==> src/rtl/mul_add.sv <==
// mul_add: sequential shift-and-add multiply-accumulate, product = a*b + c.
// One adder, fixed latency of M cycles per operation, valid/ready on both sides.
// Typical use is rebuilding a dividend from quotient/divisor/remainder.
module mul_add #(
   parameter int M = 26,
   parameter int N = 14
) (
   input  logic             clk,
   input  logic             rst_n,
   input  logic             in_valid,
   output logic             in_ready,
   input  logic [M-1:0]     a,
   input  logic [N-1:0]     b,
   input  logic [N-1:0]     c,
   output logic             out_valid,
   input  logic             out_ready,
   output logic [M+N-1:0]   product,
   output logic             ovf
);

   localparam int CW = (M > 1) ? $clog2(M) : 1;
   localparam logic [CW-1:0] CNT_LAST = CW'(M - 1);

   typedef enum logic [1:0] {
      S_IDLE = 2'd0,
      S_RUN  = 2'd1,
      S_DONE = 2'd2
   } state_t;

   state_t              r_state;
   state_t              w_state_nxt;
   logic [M+N-1:0]      r_acc;
   logic [M+N-1:0]      r_mcand;
   logic [M-1:0]        r_mplier;
   logic [CW-1:0]       r_cnt;
   logic                w_load;
   logic                w_step;

   // Next-state logic: capture in IDLE, exactly M steps in RUN, wait for consumer in DONE.
   always_comb begin
      w_state_nxt = r_state;
      w_load      = 1'b0;
      w_step      = 1'b0;
      case (r_state)
         S_IDLE: begin
            if (in_valid) begin
               w_load      = 1'b1;
               w_state_nxt = S_RUN;
            end else begin
               w_state_nxt = S_IDLE;
            end
         end
         S_RUN: begin
            w_step = 1'b1;
            if (r_cnt == CNT_LAST) begin
               w_state_nxt = S_DONE;
            end else begin
               w_state_nxt = S_RUN;
            end
         end
         S_DONE: begin
            if (out_ready) begin
               w_state_nxt = S_IDLE;
            end else begin
               w_state_nxt = S_DONE;
            end
         end
         default: begin
            w_state_nxt = S_IDLE;
         end
      endcase
   end

   // State register; reset aborts any operation in flight.
   always_ff @(posedge clk or negedge rst_n) begin
      if (!rst_n) begin
         r_state <= S_IDLE;
      end else begin
         r_state <= w_state_nxt;
      end
   end

   // Datapath: load operands on capture, one conditional add and shift per RUN cycle.
   always_ff @(posedge clk or negedge rst_n) begin
      if (!rst_n) begin
         r_acc    <= '0;
         r_mcand  <= '0;
         r_mplier <= '0;
         r_cnt    <= '0;
      end else if (w_load) begin
         r_acc    <= {{M{1'b0}}, c};
         r_mcand  <= {{M{1'b0}}, b};
         r_mplier <= a;
         r_cnt    <= '0;
      end else if (w_step) begin
         // The sum cannot exceed 2^N*(2^M-1), so M+N bits never wrap.
         if (r_mplier[0]) begin
            r_acc <= r_acc + r_mcand;
         end else begin
            r_acc <= r_acc;
         end
         r_mplier <= r_mplier >> 1;
         r_mcand  <= r_mcand << 1;
         r_cnt    <= r_cnt + CW'(1);
      end else begin
         r_acc    <= r_acc;
         r_mcand  <= r_mcand;
         r_mplier <= r_mplier;
         r_cnt    <= r_cnt;
      end
   end

   // Handshake flags and result are decoded from registers only.
   assign in_ready  = (r_state == S_IDLE);
   assign out_valid = (r_state == S_DONE);
   assign product   = r_acc;
   assign ovf       = |r_acc[M+N-1:M];

endmodule
==> config.mk <==
export PLATFORM = sky130hd
export DESIGN_NAME = mul_add
export DESIGN_NICKNAME = d
export VERILOG_FILES = /design/src/rtl/mul_add.sv
export SDC_FILE = /design/constraint.sdc
export NUM_CORES = 1
export LEC_CHECK = 0
export CORE_ASPECT_RATIO = 0.75
export CORE_MARGIN = 2
export CORE_UTILIZATION = 30
export CTS_CLUSTER_DIAMETER = 80
export CTS_CLUSTER_SIZE = 30
export DETAILED_ROUTE_END_ITERATION = 10
export DONT_BUFFER_PORTS = 1
export SLEW_MARGIN = 20
export SYNTH_ARGS = -nofsm -noshare
export SYNTH_HDL_FRONTEND = slang
export SYNTH_SLANG_ARGS = --single-unit
==> constraint.sdc <==
create_clock -name clk -period 4.78 [get_ports clk]
set_input_delay 0.956 -clock clk [delete_from_list [all_inputs] [get_ports clk]]
set_output_delay 0.956 -clock clk [all_outputs]
set_load 0.02 [all_outputs]
# --- Word level (Yosys, flattened, before mapping) ---
# Cells that the tools add are included.
totals:
  regBits: 113
  input_bits: 58
  elab_cells: 31
op_classes:
  add_sub_neg: 2
  eq_ne: 3
  muxes: 16
  reduce_logical: 5
ops:
  columns: ["operator", "n"]
  rows:
  - ["2-to-1 mux 40 bit", 5]
  - ["2-to-1 mux 26 bit", 2]
  - ["adder 40 bit", 1]
  - ["OR reduction 14 bit", 1]
  - ["2-to-1 mux 5 bit", 2]
  - ["case mux 2 bit (3 select lines)", 1]
  - ["adder 5 x 1 -> 5 bit (second input constant)", 1]
  - ["== test 5 bit (second input constant)", 1]
  - ["2-to-1 mux 1 bit", 4]
  - ["2-to-1 mux 2 bit", 2]
  - ["nonzero test 2 bit", 2]
  - ["== test 2 x 1 -> 1 bit (second input constant)", 1]
  - ["== test 2 bit (second input constant)", 1]
  - ["zero test 2 bit", 1]
  - ["AND reduction 2 bit", 1]

# --- Logic depth before layout (Yosys ltp) ---
logic_depth:
  depth_word: 4
  mapped_depth: 11

# --- Least setup slack after synthesis ---
# OpenSTA, ideal clock, no wires.
synth_timing:
  path_kind: "register to register"
  start: "reg r_acc[3] (netlist: product[3])"
  end: "reg r_acc[35] (netlist: product[35])"
  setup_time_ns: 0.122
  t_arrival_ns: 2.763
  path_slack_ns: 1.895
  path_stages_with_launch: 10
  path_cell_list: "dfrtp_1 -> ha_1 -> a21o_1 -> a21oi_2 -> a211oi_1 -> or4b_4 -> a211o_1 -> o21a_1 -> or3_1 -> a32o_1"
synth_between:
  elab_chain_cells: 4
synth_rtl:
  columns: ["item", "line", "rtl"]
  rows:
  - ["start: declaration", "32", "logic [M+N-1:0] r_acc;"]
  - ["start signal: assignment", "91", "r_acc <= {{M{1'b0}}, c};"]
  - ["start signal: assignment", "98", "r_acc <= r_acc + r_mcand;"]
  - ["start signal: assignment", "100", "r_acc <= r_acc;"]
  - ["adder 40 bit", "98", null]
  - ["2-to-1 mux 40 bit", "97", "if (r_mplier[0]) begin"]
  - ["2-to-1 mux 40 bit", "95", "end else if (w_step) begin"]
  - ["2-to-1 mux 40 bit", "90", "end else if (w_load) begin"]
# Every way passes these cells. The select of a mux whose other input is x is not followed.
# A chain may end at the register's enable or synchronous reset.

# --- Final worst setup path ---
layout_timing:
  start: "reg r_acc[0] (netlist: product[0])"
  end: "reg r_acc[36] (netlist: product[36])"
# The elaborated chain is that of the path after synthesis.

==> out/results.ini <==
[clock_network]
cts_buffers = 17
htree_levels = 4
path_clk_slew_ns = 0.06
cts.sinks = 113
clk_latency_ns = 0.42
cts_root_buf = clkbuf_16
post_cts_buffers = 0
cts_tree = done
ctsResizeCount = 0
hold_buffers = 0
clock_path_buffers = 2

[worst_setup_path]
path_max_fanout = 4
start_kind = flip-flop
crit_type = reg2reg
worstSetupEndpointType = flip-flop
cp.required_ns = 5.08
critPathArrivalTime_ns = 3.68

[sta]
clock.fmax_ghz = 0.296
skew_ns = 0.00658
finalSetupTns_ns = 0
rsz0062_at_grt = false
max_slew.worst_pin.slew_ns = 0.936
slew-limit-headroom = 0.374
hold_viol_final = 0
setup_viol = 0
slew_violations = 0
fin_crit_ns = 3.38
post-route-period-util = 0.707

[place]
place.gp.congestion = 0.852
port_buffers = 0
dp_hpwl_um = 13400

[layout]
fillCellCount = 2293
layout-drive-gt1-share = 0.0619
diodes = 0
area_growth_pct = 13.5
num-nets-final = 863

[die]
fp.dieH_um = 134
pin_count = 101
row_count = 47
dieArea_mm2 = 0.0237
initial_core_util = 0.306
coreArea_mm2 = 0.0221
fp.dieW_um = 177

[grt]
grt_util_all_layers = 0.170
grt_pass1_vias = 5688
grt_max_degree = 114
antenna_found_initial = 0
grt_remaining_overflow = 0
grt_pass1_wl_um = 31700

[pwr]
power_density_mw_per_mm2 = 757
p_total_w = 0.00580
p_leak_nw = 3.59
vdd_drop_max_uv = 240

[run_status]
outcome = complete, no violations

[yosys]
ys_seq_elements = 113
synth_top_area_share = 0.419
synth_warnings = 0
yosys-top-cells-area = dfrtp_1, nand2_1, ha_1
synth_edf_count = 0
synth.avg_cell_area_um2 = 8.68
synth_top_flop_cell = dfrtp_1
syn_nets = 878
synth_area_mm2 = 0.00675
synth_cell_types = 60
netlist_instances = 778
yosysSeqAreaShare = 0.419
ys_async_sr_fraction = 1.00
synth_area_leader_cell = dfrtp_1

[detailed_routing]
dr.pass1.iters = 5
routed_wirelength_um = 19400
vias = 5775
ant_nets = 0
drt_iter0_markers = 364
avgRoutedWirePerCell_um = 18.2
drc = 0
routed_via_density = 5.40

[run]
drv_cap = 0

[worst_hold_path]
hold_class = in2async

-- synth_stat cells, drive strengths merged (12+ instances only) --
library cell and instances:
a21oi 42, xor2 12, dfrtp 113, xnor2 13
clkbuf 38, nor2 25, nand2 186, nand4 14
inv 14, ha 41, o21ai 83, a22oi 45
a21o 25
-- placed cells by master (no fill, tap or decap), drive strengths merged, types with 3 or more instances in the layout --
| cell | instances |
|---|---|
| ha | 41 |
| a31oi | 5 |
| o21ai | 83 |
| buf | 5 |
| nor4 | 4 |
| inv | 18 |
| a32o | 5 |
| nand2 | 186 |
| nor3 | 8 |
| and3 | 7 |
| or3 | 7 |
| dfrtp | 113 |
| o31a | 3 |
| nor2b | 7 |
| clkinv | 3 |
| nand4 | 14 |
| a21o | 25 |
| bufinv | 4 |
| nand2b | 4 |
| a21boi | 3 |
| o31ai | 7 |
| o211ai | 3 |
| a211oi | 4 |
| clkinvlp | 4 |
| o21a | 7 |
| nor2 | 25 |
| xor2 | 12 |
| xnor2 | 13 |
| a22oi | 45 |
| o21bai | 4 |
| and2 | 3 |
| a221o | 5 |
| a21oi | 42 |
| nand3 | 7 |
| clkbuf | 17 |
-- registers in the layout (all words and copies together), names as in the netlist --
signal    cells
r_state       2
r_cnt         5
r_mplier     26
product      40
r_mcand      40
-- worst max-delay path: stages, from the launching register on --
cell and delay [ns]:
dfrtp_1 0.54, ha_1 0.25, inv_1 0.07, fa_1 0.39, nor2b_1 0.21, o31a_1 0.24
o311a_1 0.22, o21ai_0 0.24, a2111oi_0 0.63, o21ai_0 0.18, a32o_1 0.29
-- path summary, 6_finish.rpt --
kind	to	start	slack, ns	cells after the start
setup / recovery	product[36]$_DFFE_PN0P_	product[0]$_DFFE_PN0P_	1.40	10
hold / removal	product[17]$_DFFE_PN0P_	rst_n	0.24	0
setup reg to reg	product[36]$_DFFE_PN0P_	product[0]$_DFFE_PN0P_	1.40	10
hold reg to reg	r_mplier[23]$_DFFE_PN0P_	r_mplier[23]$_DFFE_PN0P_	0.47	2
max in group asynchronous	r_state[0]$_DFF_PN0_	rst_n	4.31	0
min in group clk	r_mplier[23]$_DFFE_PN0P_	r_mplier[23]$_DFFE_PN0P_	0.47	2
-- per-layer routing --
layer  vias to the layer above  global-route usage  part of all wire
li1                       2798                   -                 -
met1                      2784               0.248              0.50
met2                       176               0.236              0.41
met3                        17              0.0573             0.081
met4                         0              0.0473            0.0095
met5                         -                   0                 0
-- report_power, final --
group          total (W)  leakage, nW  internal (W)  switching [W]
logic            0.00254         1.84      0.000934        0.00161
registers        0.00188         1.46       0.00134       0.000540
clock network    0.00137        0.297      0.000878       0.000497
-- logic make-up after synthesis --
family | Yosys count | share of synthesized area
multiplexers | 2 | 0.00297
flip-flops | 113 | 0.419
AND/OR/NAND/NOR | 278 | 0.179
adder cells (fa/ha/maj) | 42 | 0.0790
AO/OA/AOI/OAI | 265 | 0.258
XOR/XNOR | 25 | 0.0324
buffers and inverters | 53 | 0.0295
-- metrics by stage --
step	hold WS [ns]	worst slack [ns]	area [um2]	instances	util
4_1_cts	0.208	1.47	7660	1070	0.347
2_1_floorplan	0.447	1.90	6750	778	-
3_3_place_gp	0.459	1.52	7030	1038	0.319
5_1_grt	0.210	1.20	7660	1070	0.347
6_report	0.238	1.40	7660	1070	0.347
3_5_place_dp	0.464	1.50	7030	1038	0.319
-- final cells by class --
type | count | area, um2 | share of cell area
Clock buffer | 17 | 425 | 0.0555
Clock inverter | 15 | 208 | 0.0271
Inverter | 14 | 52.6 | 0.00686
Multi-Input combinational cell | 612 | 3740 | 0.488
Sequential cell | 113 | 2830 | 0.369
Tap cell | 294 | 368 | 0.0480
Timing Repair Buffer | 5 | 37.5 | 0.00490
No activity file was read; power rests on OpenSTA's default activity.
